**src/rtl/r4_ibutter_seq.sv**
```systemverilog
// Serial 4-point inverse DFT: load X0..X3, one compute cycle, emit y0..y3 with handshakes.
// Define R4_IBUTTER_SCALE_EN to divide every result by 4 (arithmetic shift, floor).
module r4_ibutter_seq #(
    parameter int DW = 4
) (
    input  logic          wb_clk_i,
    input  logic          wb_rst_i,
    input  logic          in_valid,
    output logic          in_ready,
    input  logic [DW-1:0] in_re,
    input  logic [DW-1:0] in_im,
    output logic          out_valid,
    input  logic          out_ready,
    output logic [DW+1:0] out_re,
    output logic [DW+1:0] out_im,
    output logic [1:0]    out_idx,
    output logic          busy
);
    typedef enum logic [1:0] {LOAD, CALC, EMIT} state_t;

    state_t               state_q, state_d;
    logic [1:0]           sample_cnt_q, sample_cnt_d;
    logic [1:0]           out_cnt_q, out_cnt_d;
    logic [3:0][DW-1:0]   xr_q, xi_q;
    logic [3:0][DW+1:0]   yr_q, yi_q;

    logic signed [DW+1:0] xr_s [4];
    logic signed [DW+1:0] xi_s [4];
    logic signed [DW+1:0] sr [4];
    logic signed [DW+1:0] si [4];
    logic signed [DW+1:0] rr [4];
    logic signed [DW+1:0] ri [4];

    for (genvar k = 0; k < 4; k++) begin : g_ext
        assign xr_s[k] = {{2{xr_q[k][DW-1]}}, xr_q[k]};
        assign xi_s[k] = {{2{xi_q[k][DW-1]}}, xi_q[k]};
    end

    // Twiddle powers of +j reduce to swaps and sign flips of the operands.
    always_comb begin
        sr[0] = xr_s[0] + xr_s[1] + xr_s[2] + xr_s[3];
        si[0] = xi_s[0] + xi_s[1] + xi_s[2] + xi_s[3];
        sr[1] = xr_s[0] - xi_s[1] - xr_s[2] + xi_s[3];
        si[1] = xi_s[0] + xr_s[1] - xi_s[2] - xr_s[3];
        sr[2] = xr_s[0] - xr_s[1] + xr_s[2] - xr_s[3];
        si[2] = xi_s[0] - xi_s[1] + xi_s[2] - xi_s[3];
        sr[3] = xr_s[0] + xi_s[1] - xr_s[2] - xi_s[3];
        si[3] = xi_s[0] - xr_s[1] - xi_s[2] + xr_s[3];
        for (int k = 0; k < 4; k++) begin
`ifdef R4_IBUTTER_SCALE_EN
            rr[k] = sr[k] >>> 2;
            ri[k] = si[k] >>> 2;
`else
            rr[k] = sr[k];
            ri[k] = si[k];
`endif
        end
    end

    always_comb begin
        state_d      = state_q;
        sample_cnt_d = sample_cnt_q;
        out_cnt_d    = out_cnt_q;
        in_ready     = 1'b0;
        out_valid    = 1'b0;
        unique case (state_q)
            LOAD: begin
                in_ready = 1'b1;
                if (in_valid) begin
                    sample_cnt_d = sample_cnt_q + 2'd1;
                    if (sample_cnt_q == 2'd3) state_d = CALC;
                end
            end
            CALC: begin
                out_cnt_d = 2'd0;
                state_d   = EMIT;
            end
            EMIT: begin
                out_valid = 1'b1;
                if (out_ready) begin
                    out_cnt_d = out_cnt_q + 2'd1;
                    if (out_cnt_q == 2'd3) state_d = LOAD;
                end
            end
            default: state_d = LOAD;
        endcase
    end

    always_ff @(posedge wb_clk_i) begin
        if (wb_rst_i) begin
            state_q      <= LOAD;
            sample_cnt_q <= '0;
            out_cnt_q    <= '0;
            xr_q         <= '0;
            xi_q         <= '0;
            yr_q         <= '0;
            yi_q         <= '0;
        end else begin
            state_q      <= state_d;
            sample_cnt_q <= sample_cnt_d;
            out_cnt_q    <= out_cnt_d;
            if (state_q == LOAD && in_valid) begin
                xr_q[sample_cnt_q] <= in_re;
                xi_q[sample_cnt_q] <= in_im;
            end
            if (state_q == CALC) begin
                for (int k = 0; k < 4; k++) begin
                    yr_q[k] <= rr[k];
                    yi_q[k] <= ri[k];
                end
            end
        end
    end

    // Outputs read zero outside EMIT so stale results never leak.
    assign out_re  = out_valid ? yr_q[out_cnt_q] : '0;
    assign out_im  = out_valid ? yi_q[out_cnt_q] : '0;
    assign out_idx = out_cnt_q;
    assign busy    = (state_q != LOAD) || (sample_cnt_q != 2'd0);
endmodule
```
**config.mk**
```make
export PLATFORM = sky130hd
export DESIGN_NAME = r4_ibutter_seq
export DESIGN_NICKNAME = d
export VERILOG_FILES = /design/src/rtl/r4_ibutter_seq.sv
export SDC_FILE = /design/constraint.sdc
export NUM_CORES = 1
export LEC_CHECK = 0
export BUFFER_PORTS_ARGS = -buffer_cell sky130_fd_sc_hd__buf_2
export CORE_MARGIN = 10
export CORE_UTILIZATION = 62
export CTS_BUF_LIST = sky130_fd_sc_hd__clkbuf_16
export DETAILED_ROUTE_END_ITERATION = 16
export PLACE_DENSITY = 0.82
export SETUP_SLACK_MARGIN = 0.1
export SLEW_MARGIN = 15
export SYNTH_ARGS = -nofsm -noshare
export SYNTH_HDL_FRONTEND = slang
export SYNTH_SLANG_ARGS = --single-unit
```
**constraint.sdc**
```tcl
create_clock -name wb_clk_i -period 3.2 [get_ports wb_clk_i]
set_input_delay 0.64 -clock wb_clk_i [delete_from_list [all_inputs] [get_ports wb_clk_i]]
set_output_delay 0.64 -clock wb_clk_i [all_outputs]
set_load 0.02 [all_outputs]
```
Word level (Yosys, flattened, before mapping). Index checks and enable logic that the tools add are counted.

Input port bits: 12. Logic and storage cells: 85. Register bits after elaboration: 86. Output and inout bits: 17.

$lt $le $gt $ge: 3. Equality and inequality tests: 8. Mux-type cells: 19. Reduce and logical (&&, ||, !) cells: 10. $add $sub $neg: 26.

Operator list (count): bitwise mux 16 bit (2); adder 5 x 4 -> 6 bit (4); adder 6 x 4 -> 6 bit (4); binary-select mux 6 bit (select 2 bit) (2); 2-to-1 mux 6 bit (4); subtractor 5 x 4 -> 6 bit (4); subtractor 6 x 4 -> 6 bit (4); adder 4 x 4 -> 5 bit (4); subtractor 4 x 4 -> 5 bit (4); 2-to-1 mux 2 bit (5); demux 4 bit (select 2 bit) (1); inequality test 2 bit, second input constant (4); == test 2 bit, second input constant (3); < comparator 2 x 3 -> 1 bit, second input constant (2); case mux 2 bit (3 select lines) (1); nonzero test 2 bit (3); adder 2 x 1 -> 2 bit, second input constant (2); 2-to-1 mux 4 bit (1); case mux 2 bit (2 select lines) (1); AND reduction 2 bit (2); AND reduction 4 bit (1); == test 2 x 1 -> 1 bit, second input constant (1); >= comparator 2 x 1 -> 1 bit, second input constant (1); logical AND 1 bit (2); 3 further kinds (4).

Depth between registers and ports, before layout.
Depth in word-level cells: 5. Gate-level depth with buffers: 12. Mapped depth without buffers: 12.

Least setup slack after synthesis. OpenSTA, ideal clock, no wires.

Path kind: register to register. From: register xr_q[15] (netlist bit). To: register yi_q[23] (netlist bit). Period minus slack after synthesis: 2.849 ns. Library setup time: 0.091 ns. Data required time: 3.109 ns. Buffers on the path: 0. Slack: 0.351 ns. Stages on the path, launching flop included: 10. Arrival time: 2.758 ns. Cells stage by stage: dfxtp_1 > inv_1 > fa_1 > inv_1 > fa_1 > inv_1 > ha_1 > nand4_1 > a31o_2 > a311oi_1.

Longest elaborated chain between the ends: 1.

RTL lines: from (decl) (RTL line 24) `logic [3:0][DW-1:0] xr_q, xi_q;`; from (signal, indexed assignment) (RTL line 103) `xr_q[sample_cnt_q] <= in_re;`; adder 6 x 4 -> 6 bit (RTL line 48) `si[3] = xi_s[0] - xr_s[1] - xi_s[2] + xr_s[3];`; to (signal, indexed assignment) (RTL line 109) `yi_q[k] <= ri[k];`; to (decl) (RTL line 25) `logic [3:0][DW+1:0] yr_q, yi_q;`.

Every way passes these cells. A chain may end at the register's enable or synchronous reset.

Worst setup path in the final report.
From: register xi_q[8] (netlist bit). To: register yi_q[10] (netlist bit).

Longest elaborated chain between the ends: 2.

RTL lines: from (decl) (RTL line 24); from (signal, indexed assignment) (RTL line 104) `xi_q[sample_cnt_q] <= in_im;`; subtractor 5 x 4 -> 6 bit (RTL line 44) `si[1] = xi_s[0] + xr_s[1] - xi_s[2] - xr_s[3];`; subtractor 6 x 4 -> 6 bit (RTL line 44).

Every way passes these cells.

==> metrics.md <==
| Metric | Value |
|---|---|
| Setup Skew | `0.00560 ns` |
| Hold crit path type | `register to register` |
| Ys flop type | `dfxtp_1` |
| Clock tree root buffer cell | `clkbuf_16` |
| Port buffer count | `28` |
| Crit path launch type | `register` |
| Fin crit share | `92.4%` |
| Syn Nets | `868` |
| Post-synth EDFFs | `0` |
| Min cycle time layout | `2.96 ns` |
| Area contributors post-synth | `dfxtp_1 26%, fa_1 21%, ha_1 9.5%, nand2_1 6.0%, inv_1 5.9%` |
| Post-CTS resize count | `0` |
| Fillers | `between 700 and 800` |
| Register area | `1720 µm²` |
| Maximum Capacitance Violations | `0` |
| CTS Buf Count | `9` |
| Antenna violations before repair | `0` |
| CTS tree | `built` |
| Gr usage total | `~23%` |
| GR Overflow Total | `0` |
| # diodes | `0` |
| Critical Path Fanout Max | `3` |
| Run status | `finished clean` |
| Max rail drop VDD | `0.426 mV` |
| Clock transition at the registers of the reported paths | `0.06 ns` |
| Final setup violation count | `0` |
| Routed WL | `16800 µm` |
| Core area | `about 10000 µm²` |
| Residual DRC | `0` |
| Chip height | `between 100 and 150 µm` |
| Worst Setup End Kind | `register` |
| Crit path arrival time | `3.19 ns` |
| Max Clock Freq | `0.338 GHz` |
| Setup slack after layout | `about 0.24 ns` |
| CP Cell Sequence | `inv_1 > fa_1 > inv_1 > fa_1 > inv_1 > ha_1 > fa_1 > a21o_1 > a21oi_1 > or4_1 > nand3_1` |
| Initial Util | `between 60% and 70%` |
| Syn Inst Count | `733` |
| Htree depth | `3` |
| Slowest CP cell | `fa_1` |
| Crit path kind | `register to register` |
| Wirelength per Cell | `18.8 µm` |
| NumNets Final | `889` |
| Hpwl dp | `12700 µm` |
| Drt first-iter violations | `617` |
| Vias | `approximately 5.4k` |
| Async SR Flop Fraction | `0%` |
| Via/cell ratio | `6.00` |
| Post-synth top cells | `107 x nand2_1, 106 x inv_1, 86 x dfxtp_1` |
| Max Root-Sink Buffers | `2` |
| Slew headroom | `31.2%` |
| WP data required | `3.43 ns` |
| Die area | `approximately 15000 µm²` |
| Final Wtd Congestion | `0.990` |
| Slew @ Worst Pin | `1.03 ns` |
| Clock sink count | `between 80 and 90` |
| Worst skew pair latency | `between 0.3 and 0.4 ns` |
| Post-synthesis sequential area ratio | `around 26%` |
| Most common cell in the netlist | `nand2_1` |
| Vias in the first global route | `5374` |
| Final hold viol count | `0` |
| DRT Pass-1 Iters | `5` |
| Area occupied by multi-input gates | `4410 µm²` |
| CP peak stage delay | `0.50 ns` |
| Final Max Slew Viols | `0` |
| Share of layout cells above drive strength 1 | `between 10% and 20%` |
| Final setup TNS | `0 ns` |
| Post-CTS Setup Repair Bufs | `0` |
| IO Count | `29` |
| Rows | `37` |
| Synthesized area per cell | `9.15 µm²` |
| PwrDens | `432 nW/µm²` |
| DP Worst Slack | `0.226 ns` |
| Largest net degree at the start of global routing | `71` |
| Post-synth top area share | `25.7%` |
| Die X | `124 µm` |
| Antenna Nets Post-Route | `0` |
| Synth cell types | `37` |
| First-pass GRT wire length | `between 20000 and 30000 µm` |
| Area Growth Syn to Fin | `8.60%` |
| Yosys top cell by area | `dfxtp_1` |
| RSZ-0062 raised after global routing | `yes` |
| Synthesized flop and latch total | `86` |
| # hold bufs at CTS | `0` |
| Yosys warns | `0` |
| Leakage | `about 3.1 nW` |
| Post-Syn Area | `roughly 6700 µm²` |
-- critical path, delay by kind of cell, from the launching register on --
| family | cells | cell delay (ns) |
|---|---|---|
| buf+inv | 3 | 0.25 |
| compound gates | 2 | 0.36 |
| fa+ha+maj | 4 | 1.64 |
| simple gates | 2 | 0.21 |
| flops | 1 | 0.37 |
-- cells by family (layout without fill, tap and decap cells) --
kind of cell | after synthesis | in the layout | synth area share (%)
AO/OA/AOI/OAI | 122 | 122 | 10.9
XOR/XNOR | 14 | 14 | 1.83
adder cells (fa/ha/maj) | 123 | 123 | 31.0
buffers and inverters | 140 | 165 | 8.80
flip-flops | 86 | 86 | 25.7
multiplexers | 12 | 12 | 4.03
AND/OR/NAND/NOR | 236 | 236 | 17.8
-- worst paths after layout --
| kind | start | to | slack [ns] | cells after the start |
|---|---|---|---|---|
| setup / recovery | xi_q[8]$_SDFFE_PP0P_ | yi_q[10]$_SDFFE_PP0P_ | 0.24 | 11 |
| hold / removal | yi_q[6]$_SDFFE_PP0P_ | yi_q[6]$_SDFFE_PP0P_ | 0.45 | 2 |
| setup reg to reg | xi_q[8]$_SDFFE_PP0P_ | yi_q[10]$_SDFFE_PP0P_ | 0.24 | 11 |
| hold reg to reg | yi_q[6]$_SDFFE_PP0P_ | yi_q[6]$_SDFFE_PP0P_ | 0.45 | 2 |
-- placed cells by master (no fill, tap or decap), drive strengths merged, types with 8 or more instances in the layout --
cell	Yosys	final
nand4b	12	12
nor2	28	28
ha	51	51
or4	12	12
fa	72	72
nand3	18	18
a21oi	71	71
buf	24	44
nor2b	17	17
xnor2	8	8
o21ai	9	9
nand2	107	107
inv	106	106
a211oi	8	8
dfxtp	86	86
mux4	12	12
a21o	12	12
clkbuf	10	9
nand4	12	12
nand3b	16	16
-- state kept, by name, indices dropped and copies added (netlist names) --
| register | count |
|---|---|
| out_idx | 2 |
| state_q | 2 |
| xi_q | 16 |
| sample_cnt_q | 2 |
| yi_q | 24 |
| xr_q | 16 |
| yr_q | 24 |
-- stage by stage --
step                      instances  instance area, µm²  hold WS, ns  util, %  power [mW]
after floorplan                 733                6710        0.429        -        1.75
after global placement          879                6960        0.442     66.8        1.93
after detailed placement        879                6960        0.446     66.8        1.94
after CTS                       894                7280        0.454     69.9        3.13
after global routing            894                7290        0.479     70.0        3.29
final                           894                7290        0.453     70.0        3.15
-- cell type report --
type | instances | share of cell area (%)
inverter | 106 | 5.46
tap | 136 | 2.34
sequential | 86 | 23.7
clock buffer | 9 | 3.09
timing repair buffer | 44 | 3.57
clock inverter | 6 | 1.39
multi-input combinational | 507 | 60.5
-- layer usage --
layer  global-route usage, %  vias up  part of all wire, %
li1                        -     2473                    -
met1                    27.9     2622                   40
met2                    39.0      235                   50
met3                    5.25       36                  6.9
met4                    9.06        0                  3.1
met5                       0        -                    0
-- report_power, final --
| part | internal [mW] | total [mW] | switching, mW |
|---|---|---|---|
| sequential | 1.09 | 1.13 | 0.0322 |
| clock | 0.751 | 1.19 | 0.443 |
| combinational | 0.336 | 0.826 | 0.489 |
Power figures use the tool's default switching activity.
